File: config.mk
export PLATFORM = sky130hd
export DESIGN_NAME = net_packet_arbiter
export DESIGN_NICKNAME = d
export VERILOG_FILES = /design/src/rtl/net_packet_arbiter.sv
export SDC_FILE = /design/constraint.sdc
export NUM_CORES = 1
export LEC_CHECK = 0
export CAP_MARGIN = 25
export CORE_AREA = 2 2 132 134
export CTS_CLUSTER_DIAMETER = 50
export DETAILED_ROUTE_END_ITERATION = 8
export DIE_AREA = 0 0 134 136
export PLACE_DENSITY = 0.61
export SLEW_MARGIN = 20
export SYNTH_ARGS = -nofsm -noshare
export SYNTH_HDL_FRONTEND = slang
export SYNTH_SLANG_ARGS = --single-unit
File: constraint.sdc
create_clock -name clock -period 1.95 [get_ports clock]
set_clock_uncertainty 0.2 [all_clocks]
set_input_delay 0.195 -clock clock [delete_from_list [all_inputs] [get_ports clock]]
set_output_delay 0.195 -clock clock [all_outputs]
set_load 0.005 [all_outputs]
File: src/rtl/net_packet_arbiter.sv
// -----------------------------------------------------------------------------
// net_packet_arbiter
//
// Purpose:
//   Merges N_IN packet streams onto one shared network stream. Whole packets
//   are granted one at a time in round-robin order. The grant is locked from
//   the first beat of a packet until its last beat is handshaken.
//
//   The FSM has two states:
//     IDLE   - no stream is connected. A winner is chosen and registered.
//              This gives a one-cycle bubble before each packet.
//     LOCKED - the granted stream is connected straight through to the output
//              with zero latency, until the last beat completes.
//
// Ports:
//   clock          in   1          single clock
//   reset          in   1          synchronous, active-high
//   in_valid       in   N_IN       per-requester valid
//   in_ready       out  N_IN       per-requester ready
//   in_bits_data   in   64*N_IN    requester i occupies [64*i+63:64*i]
//   in_bits_last   in   N_IN       per-requester last-beat flag
//   out_valid      out  1          shared stream valid
//   out_ready      in   1          shared stream ready
//   out_bits_data  out  64         shared stream data
//   out_bits_last  out  1          shared stream last flag
//   out_src        out  SRC_W      registered grant index
//   pkt_count      out  32         completed-packet counter; only present when
//                                  NET_ARB_PKT_COUNT_EN is defined
//
// Build option:
//   NET_ARB_PKT_COUNT_EN - adds the pkt_count output and its counter.
//                          The counter wraps and resets to 0.
// -----------------------------------------------------------------------------
module net_packet_arbiter #(
    parameter int N_IN  = 4,
    parameter int SRC_W = 2
) (
    input  logic                 clock,
    input  logic                 reset,
    input  logic [N_IN-1:0]      in_valid,
    output logic [N_IN-1:0]      in_ready,
    input  logic [64*N_IN-1:0]   in_bits_data,
    input  logic [N_IN-1:0]      in_bits_last,
    output logic                 out_valid,
    input  logic                 out_ready,
    output logic [63:0]          out_bits_data,
    output logic                 out_bits_last,
    output logic [SRC_W-1:0]     out_src
`ifdef NET_ARB_PKT_COUNT_EN
    ,
    output logic [31:0]          pkt_count
`endif
);

    localparam logic [0:0] IDLE   = 1'b0;
    localparam logic [0:0] LOCKED = 1'b1;

    logic [0:0]       state_q, state_d;
    logic [SRC_W-1:0] grant_q, grant_d;
    logic [SRC_W-1:0] last_grant_q, last_grant_d;

    logic             locked;
    logic             hs_last;
    logic [SRC_W-1:0] winner;
    logic [SRC_W-1:0] cand;
    logic             found;

    assign locked = (state_q == LOCKED);

    // Round-robin search. It starts one past the previous packet's owner and
    // wraps modulo N_IN. The previous owner is tried last, at offset N_IN.
    always_comb begin
        winner = '0;
        cand   = '0;
        found  = 1'b0;
        for (int k = 1; k <= N_IN; k++) begin
            cand = SRC_W'((int'(last_grant_q) + k) % N_IN);
            if (!found && in_valid[cand]) begin
                winner = cand;
                found  = 1'b1;
            end
        end
    end

    // Zero-latency pass-through of the granted stream while locked.
    always_comb begin
        out_valid     = 1'b0;
        out_bits_data = '0;
        out_bits_last = 1'b0;
        in_ready      = '0;
        if (locked) begin
            out_valid         = in_valid[grant_q];
            out_bits_data     = in_bits_data[{grant_q, 6'b0} +: 64];
            out_bits_last     = in_bits_last[grant_q];
            in_ready[grant_q] = out_ready;
        end
    end

    assign out_src = grant_q;
    assign hs_last = out_valid & out_ready & out_bits_last;

    // A valid input that drops mid-packet does not release the lock.
    // Only the handshake of the last beat frees the output.
    always_comb begin
        state_d      = state_q;
        grant_d      = grant_q;
        last_grant_d = last_grant_q;
        case (state_q)
            IDLE: begin
                if (found) begin
                    grant_d = winner;
                    state_d = LOCKED;
                end
            end
            default: begin
                if (hs_last) begin
                    last_grant_d = grant_q;
                    state_d      = IDLE;
                end
            end
        endcase
    end

    // Control registers. last_grant resets to N_IN-1, so requester 0 is
    // searched first after reset.
    always_ff @(posedge clock) begin
        if (reset) begin
            state_q      <= IDLE;
            grant_q      <= '0;
            last_grant_q <= SRC_W'(N_IN - 1);
        end else begin
            state_q      <= state_d;
            grant_q      <= grant_d;
            last_grant_q <= last_grant_d;
        end
    end

`ifdef NET_ARB_PKT_COUNT_EN
    logic [31:0] pkt_cnt_q;

    always_ff @(posedge clock) begin
        if (reset) begin
            pkt_cnt_q <= '0;
        end else if (hs_last) begin
            pkt_cnt_q <= pkt_cnt_q + 32'd1;
        end
    end

    assign pkt_count = pkt_cnt_q;
`endif

endmodule

After elaboration in Yosys (flattened, before gate mapping)
Cells that the tools add are included.
{"block": "op_classes", "n_mux": 29, "magnitude_cmp": 6, "bitwise_logic": 4, "n_shift": 1, "reduce_logical": 9, "n_addsub": 4}
{"op": "variable part select 256 x 9 -> 64 bit", "n": 1}
{"op": "two-way mux 64 bit", "n": 1}
{"op": "two-way mux 1 bit", "n": 16}
{"op": "less-than comparator 2 x 3 -> 1 bit (second input constant)", "n": 5}
{"op": "binary-select mux 1 bit (select 2 bit)", "n": 6}
{"op": "two-way mux 2 bit", "n": 4}
{"op": "adder 2 x 1 -> 2 bit (second input constant)", "n": 2}
{"op": "adder 2 bit (second input constant)", "n": 2}
{"op": "bitwise AND 4 bit", "n": 1}
{"op": "logical AND 1 bit", "n": 4}
{"op": "two-way mux 4 bit", "n": 1}
{"op": "AND reduction 2 bit", "n": 2}
{"op": "logical NOT 1 bit", "n": 3}
{"op": "bitwise AND 1 bit", "n": 2}
{"op": "demux 1 bit (select 2 bit)", "n": 1}
{"op": "greater-or-equal comparator 2 x 1 -> 1 bit (second input constant)", "n": 1}
{"op": "NOT 1 bit", "n": 1}
{"block": "totals", "output_inout_bits": 72, "reg_bits": 5}

Logic depth before layout (Yosys ltp)
Gate-level depths: netlist (run 1).
{"block": "logic_depth", "ltp_word": 15, "depth_mapped": 5}

Worst setup path before layout (run 1)
OpenSTA, ideal clock, no wires.
{"block": "synth_timing", "kind": "register -> output", "start": "register grant_q[0] (netlist: out_src[0])", "end": "output out_bits_data[10]", "setup_slack_ps": 228, "t_arrival_ps": 1327, "n_path_buf": 2, "stages_incl_launch_ff": 5, "path_cell_list": "dfxtp_1 -> buf_6 -> buf_6 -> mux4_2 -> and2_1"}
{"block": "synth_between", "elab_chain_len": 2}
{"item": "start: declaration", "line": "59", "rtl": "logic [SRC_W-1:0] grant_q, grant_d;"}
{"item": "start signal: assignment", "line": "133", "rtl": "grant_q <= grant_d;"}
{"item": "variable part select 256 x 9 -> 64 bit", "line": "93", "rtl": "out_bits_data = in_bits_data[{grant_q, 6'b0} +: 64];"}
{"item": "two-way mux 64 bit", "line": "91", "rtl": "if (locked) begin"}
{"item": "end: declaration", "line": "46", "rtl": "output logic [63:0] out_bits_data,"}
Every way passes these cells.

Worst setup path in the final report (run 1)
{"block": "layout_timing", "start": "register grant_q[0] (netlist: out_src[0])", "end": "output out_bits_data[22]"}
Same word-level chain as after synthesis.

==> flow_summary.json, run 1 <==
{
  "status": "complete, but fails checks",
  "violations": "setup timing",
  "syn_nets": 474,
  "cts_tree": "yes",
  "clockRootBuffer": "clkbuf_16",
  "synth_cell_type_count": 25,
  "end_kind": "output port",
  "report.final.slew_viol_count": 0,
  "cts_sinks": 5,
  "numPortBuffers": 338,
  "cp_slowest_cell": "mux4_2",
  "critical_path_class": "reg -> out",
  "required_ns": 1.55,
  "maxCapViolations": 0,
  "core_sq_mm": 0.0169,
  "fin_crit_ns": 2.22,
  "viasPerCell": 4.28,
  "relSlewSlack_pct": 74.6,
  "setup_ws_ns": -0.272,
  "num-fill-cells": 1628,
  "core.rowCount": 48,
  "drive_above_1_share_pct": 43.4,
  "setup_viol": 67,
  "wirelength_microns": 17200,
  "clk_latency_ns": 0.23,
  "die_y_microns": 136,
  "fin_cells": 819,
  "drt-initial-drc-count": 168,
  "finalHoldViolations": 0,
  "rsz0062_at_grt": "yes",
  "peakVddDrop_uv": 448,
  "grt_pass1_vias": 3497,
  "antennaDiodeCount": 0,
  "track_usage_pct": 16.0,
  "syn-cell-area_sq_mm": 0.00241,
  "ys_seq_area_share_pct": 4.15,
  "ios": 339,
  "power_leakage_uw": 0.00272,
  "final_cell_mix": "clkdlybuf4s50_1 (268), mux4_2 (65), and2_4 (46)",
  "ys_warn_count": 0,
  "cp_common_cell": "buf_6",
  "clkTransAtPathRegs_ns": 0.03,
  "mostFrequentLayoutCell": "clkdlybuf4s50_1",
  "dp_cells": 763,
  "htreeDepth": 1,
  "layout_worst_path_cycle_share_pct": 114,
  "critPathMaxStageDelay_ns": 0.49,
  "fin_setup_tns_ns": -11.74,
  "routed-via-count": 3509,
  "crit_path_max_fanout": 5,
  "crit_arrival_ns": 1.83,
  "power.total_uw": 3360,
  "avgRoutedWirePerCell_microns": 21.0,
  "cts_buffer_depth": 2,
  "postCtsHoldBufs": 0,
  "fin_util_pct": 40.9,
  "first_pass_iters": 4,
  "layout.nets": 862,
  "syn_inst": 207,
  "start_util_pct": 14.3,
  "hpwl_microns": 13200,
  "ys_seq_elements": 5,
  "die_x_microns": 134,
  "grt_max_degree": 34,
  "post-place-ws_ns": -0.297,
  "drc": 0,
  "cts_buffers": 3,
  "dieArea_sq_mm": 0.0182,
  "antenna_found_initial": 1,
  "hp-class": "reg -> reg",
  "drtAntennaViolNets": 0,
  "fmax_mhz": 450,
  "critPathLaunchType": "flop",
  "powerDensity_mw_per_mm2": 488,
  "syn2layout_area_growth_pct": 186,
  "grt_pass1_wl_microns": 22100,
  "critical_path.cell_chain": "buf_12 -> clkbuf_16 -> buf_6 -> buf_6 -> mux4_2 -> and2_4 -> buf_6",
  "place_congestion": 1.03,
  "worstMarginPinSlew_ns": 0.381,
  "syn_area_per_cell_sq_um": 11.7,
  "globalRouteOverflowTotal": 0
}
kinds of logic after synthesis:
logic type,synth area share [%]
mux,62.3
simple gates,23.5
compound gates,2.69
flops,4.15
buf+inv,7.41
per-stage QoR:
stage | area [sq um] | hold slack (ns)
6_report | 6900 | 0.393
5_1_grt | 6900 | 0.423
4_1_cts | 6260 | 0.394
3_5_place_dp | 6140 | 0.390
3_3_place_gp | 6140 | 0.374
2_1_floorplan | 2410 | 0.260
synth_stat cells, drive strengths merged:
cell     n  area share (%)
clkbuf   7             1.1
and3     1            0.26
o22ai    2            0.52
nand3    2            0.41
a21oi    5             1.0
o21ai    1            0.21
dfxtp    5             4.1
mux4    65              61
nor3     1            0.21
nand2    4            0.62
buf     17             6.0
a211oi   1            0.31
and2    66              17
a311oi   1            0.62
nand3b   2            0.62
nor3b    1            0.31
nor2    13             2.0
or3      1            0.26
mux2i    4             1.7
nand2b   6             1.6
inv      2            0.31
final timing paths:
kind | cells past startpoint | slack (ns) | to | from
setup / recovery | 7 | -0.27 | out_bits_data[22] | out_src[0]$_SDFFE_PP0P_
hold / removal | 2 | 0.39 | last_grant_q[0]$_SDFFE_PP1P_ | last_grant_q[0]$_SDFFE_PP1P_
setup reg to reg | 8 | 0 | last_grant_q[1]$_SDFFE_PP1P_ | out_src[0]$_SDFFE_PP0P_
hold reg to reg | 2 | 0.39 | last_grant_q[0]$_SDFFE_PP1P_ | last_grant_q[0]$_SDFFE_PP1P_
metal layers:
metal,GRT usage [%],vias up,share of wire [%]
li1,-,1594,-
met1,19.8,1728,40
met2,29.1,166,52
met3,3.50,19,6.8
met4,2.13,2,1.1
met5,0,-,0.058
flip-flops by register name (all words and copies together), names as in the netlist:
name	flops
locked	1
out_src	2
last_grant_q	2
power breakdown:
group	switching [uW]	internal (uW)
registers	40.0	121
clock network	78.5	272
logic	900	1950
total	1020	2340
worst max-delay path, delay by kind of cell (launching register included):
family | cells | cell delay (ns)
buf+inv | 5 | 0.56
mux | 1 | 0.49
flops | 1 | 0.39
simple gates | 1 | 0.15
timing repair:
action	CTS	global route
pin swaps	1	48
setup buffers	4	41
gates resized for setup	129	178
endpoints found under the setup margin	70	72
cloned	1	8
area by class of cell:
type	count	area, sq um	area share [%]
multi-input cells	176	2290	33.2
repair buffers	407	4130	59.9
well taps	225	282	4.08
inverters	2	7.51	0.109
clock buffers	4	78.8	1.14
flip-flops and latches	5	109	1.58
No activity file was read; power rests on OpenSTA's default activity.
==> run 2, diff against run 1 <==
Settings changed: PLACE_DENSITY 0.61 to 0.55, SETUP_SLACK_MARGIN set to 0.05.
==> run 2 against run 1 <==
Critical path type unchanged. Maximum frequency up 1.6%. Register-to-register slack worse by 0.06 ns. The flow still finishes with violations (setup timing). First-iteration DRC count down 32%.
==> flow_summary.json, run 2 (synthesis results as in run 1) <==
{
  "wirelength_microns": 15000,
  "critPathLaunchType": "flop",
  "final_area_sq_mm": 0.00700,
  "place_congestion": 0.805,
  "core_sq_mm": 0.0169,
  "ios": 339,
  "drt-initial-drc-count": 114,
  "setup_ws_ns": -0.237,
  "grt_max_degree": 32,
  "hpwl_microns": 11900,
  "core.rowCount": 48,
  "hp-class": "reg -> reg",
  "finalHoldViolations": 0,
  "postCtsHoldBufs": 0,
  "internal_power_uw": 2440,
  "clkTransAtPathRegs_ns": 0.03,
  "mostFrequentLayoutCell": "clkdlybuf4s50_1",
  "antennaDiodeCount": 0,
  "drive_above_1_share_pct": 44.9,
  "die_y_microns": 136,
  "powerDensity_mw_per_mm2": 489,
  "cp_slowest_cell": "mux4_2",
  "clock_power_share_pct": 9.9,
  "num-fill-cells": 1600,
  "combPwrFrac_pct": 85.8,
  "cts_buffers": 3,
  "peakVddDrop_uv": 309,
  "cp_common_cell": "buf_6",
  "grt_pass1_vias": 3858,
  "start_util_pct": 14.3,
  "antenna_found_initial": 0,
  "swShare_pct": 28.8,
  "first_pass_iters": 5,
  "cts_sinks": 5,
  "status": "complete, but fails checks",
  "crit_path_max_fanout": 6,
  "fin_cells": 817,
  "cts_tree": "yes",
  "holdWs_ns": 0.398,
  "violations": "setup timing",
  "min_path_cells": 2,
  "fin_crit_ns": 2.19,
  "required_ns": 1.55,
  "critical_path_class": "reg -> out",
  "power.total_uw": 3430,
  "routed-via-count": 3448,
  "dpl_cell_area_sq_mm": 0.00614,
  "crit_arrival_ns": 1.79,
  "seq_power_share_pct": 4.3,
  "globalRouteOverflowTotal": 0,
  "maxCapViolations": 0,
  "clk_latency_ns": 0.23,
  "drc": 0,
  "rsz0062_at_grt": "yes",
  "dp_cells": 766,
  "viasPerCell": 4.22,
  "clockRootBuffer": "clkbuf_16",
  "avgRoutedWirePerCell_microns": 18.4,
  "grt_pass1_wl_microns": 21900,
  "worstMarginPinSlew_ns": 0.385,
  "die_x_microns": 134,
  "end_kind": "output port",
  "relSlewSlack_pct": 74.3,
  "dieArea_sq_mm": 0.0182,
  "critical_path.cell_chain": "buf_6 -> buf_12 -> buf_12 -> buf_6 -> mux4_2 -> and2_4 -> buf_6",
  "numPortBuffers": 338,
  "cts_buffer_depth": 2,
  "report.final.slew_viol_count": 0,
  "syn2layout_area_growth_pct": 190,
  "final_cell_mix": "clkdlybuf4s50_1 (267), buf_6 (68), mux4_2 (65)",
  "fin_util_pct": 41.5,
  "reg2reg_depth": 9,
  "p_switching_uw": 986,
  "critPathMaxStageDelay_ns": 0.50,
  "layout_worst_path_cycle_share_pct": 112,
  "setup_viol": 68,
  "htreeDepth": 1,
  "power_leakage_uw": 0.00275,
  "layout.nets": 860,
  "track_usage_pct": 15.5,
  "drtAntennaViolNets": 0,
  "fmax_mhz": 457
}
-- run 2: cell types whose count changed in the layout (fill, tap and decap cells not counted), sizes merged --
cell,previous run,this run
clkdlybuf4s15,1,0
clkbuf,42,5
clkdlybuf4s50,268,267
bufbuf,0,1
dlymetal6s2s,2,1
buf,97,132
dlygate4sd2,1,3
-- run 2: worst paths after layout --
check / from / end / slack, ns
worst max-delay path: out_src[0]$_SDFFE_PP0P_ / out_bits_data[9] / -0.24
worst min register to register: last_grant_q[0]$_SDFFE_PP1P_ / last_grant_q[0]$_SDFFE_PP1P_ / 0.40
worst min-delay path: last_grant_q[0]$_SDFFE_PP1P_ / last_grant_q[0]$_SDFFE_PP1P_ / 0.40
worst max register to register: out_src[0]$_SDFFE_PP0P_ / last_grant_q[1]$_SDFFE_PP1P_ / -0.06
-- run 2: layout make-up --
class / instances / area (sq um) / area share [%]
Sequential cell: 5 / 109 / 1.55
Tap cell: 225 / 282 / 4.02
Inverter: 2 / 7.51 / 0.107
Multi-Input combinational cell: 176 / 2320 / 33.1
Clock buffer: 4 / 78.8 / 1.13
Timing Repair Buffer: 405 / 4210 / 60.1
-- run 2: critical path, delay by kind of cell, from the launching register on --
kind                   cells  cell delay, ns
buffers and inverters      5            0.53
flip-flops                 1            0.36
multiplexers               1            0.50
AND/OR/NAND/NOR            1            0.16
-- run 2: stage by stage --
| stage | setup WS (ns) | TNS [ns] |
|---|---|---|
| after floorplan | 0.228 | 0 |
| after global placement | -0.234 | -12.76 |
| after detailed placement | -0.253 | -13.11 |
| after CTS | -0.262 | -10.09 |
| after global routing | -0.284 | -12.12 |
| final | -0.237 | -8.56 |
-- run 2: power by group through the flow --
| stage | registers [uW] | logic (uW) | clock network [uW] |
|---|---|---|---|
| global route | 149 | 3120 | 356 |
| global placement | 156 | 2270 | 0 |
| floorplan | 133 | 1020 | 0 |
| finish | 147 | 2940 | 338 |
| detailed placement | 156 | 2290 | 0 |
| CTS | 147 | 2800 | 342 |
-- run 2: what timing repair did --
item	in CTS	in global routing
gates cloned	5	0
pin swaps	59	1
resized for setup	373	55
endpoints found under the setup margin	70	71
buffers inserted	42	6
-- run 2: metal layers --
layer | vias up | global-route usage (%) | share of wire [%]
li1 | 1589 | - | -
met1 | 1702 | 17.6 | 36
met2 | 149 | 30.7 | 57
met4 | 0 | 1.48 | 0.69
met3 | 8 | 3.02 | 6.2
met5 | - | 0 | 0
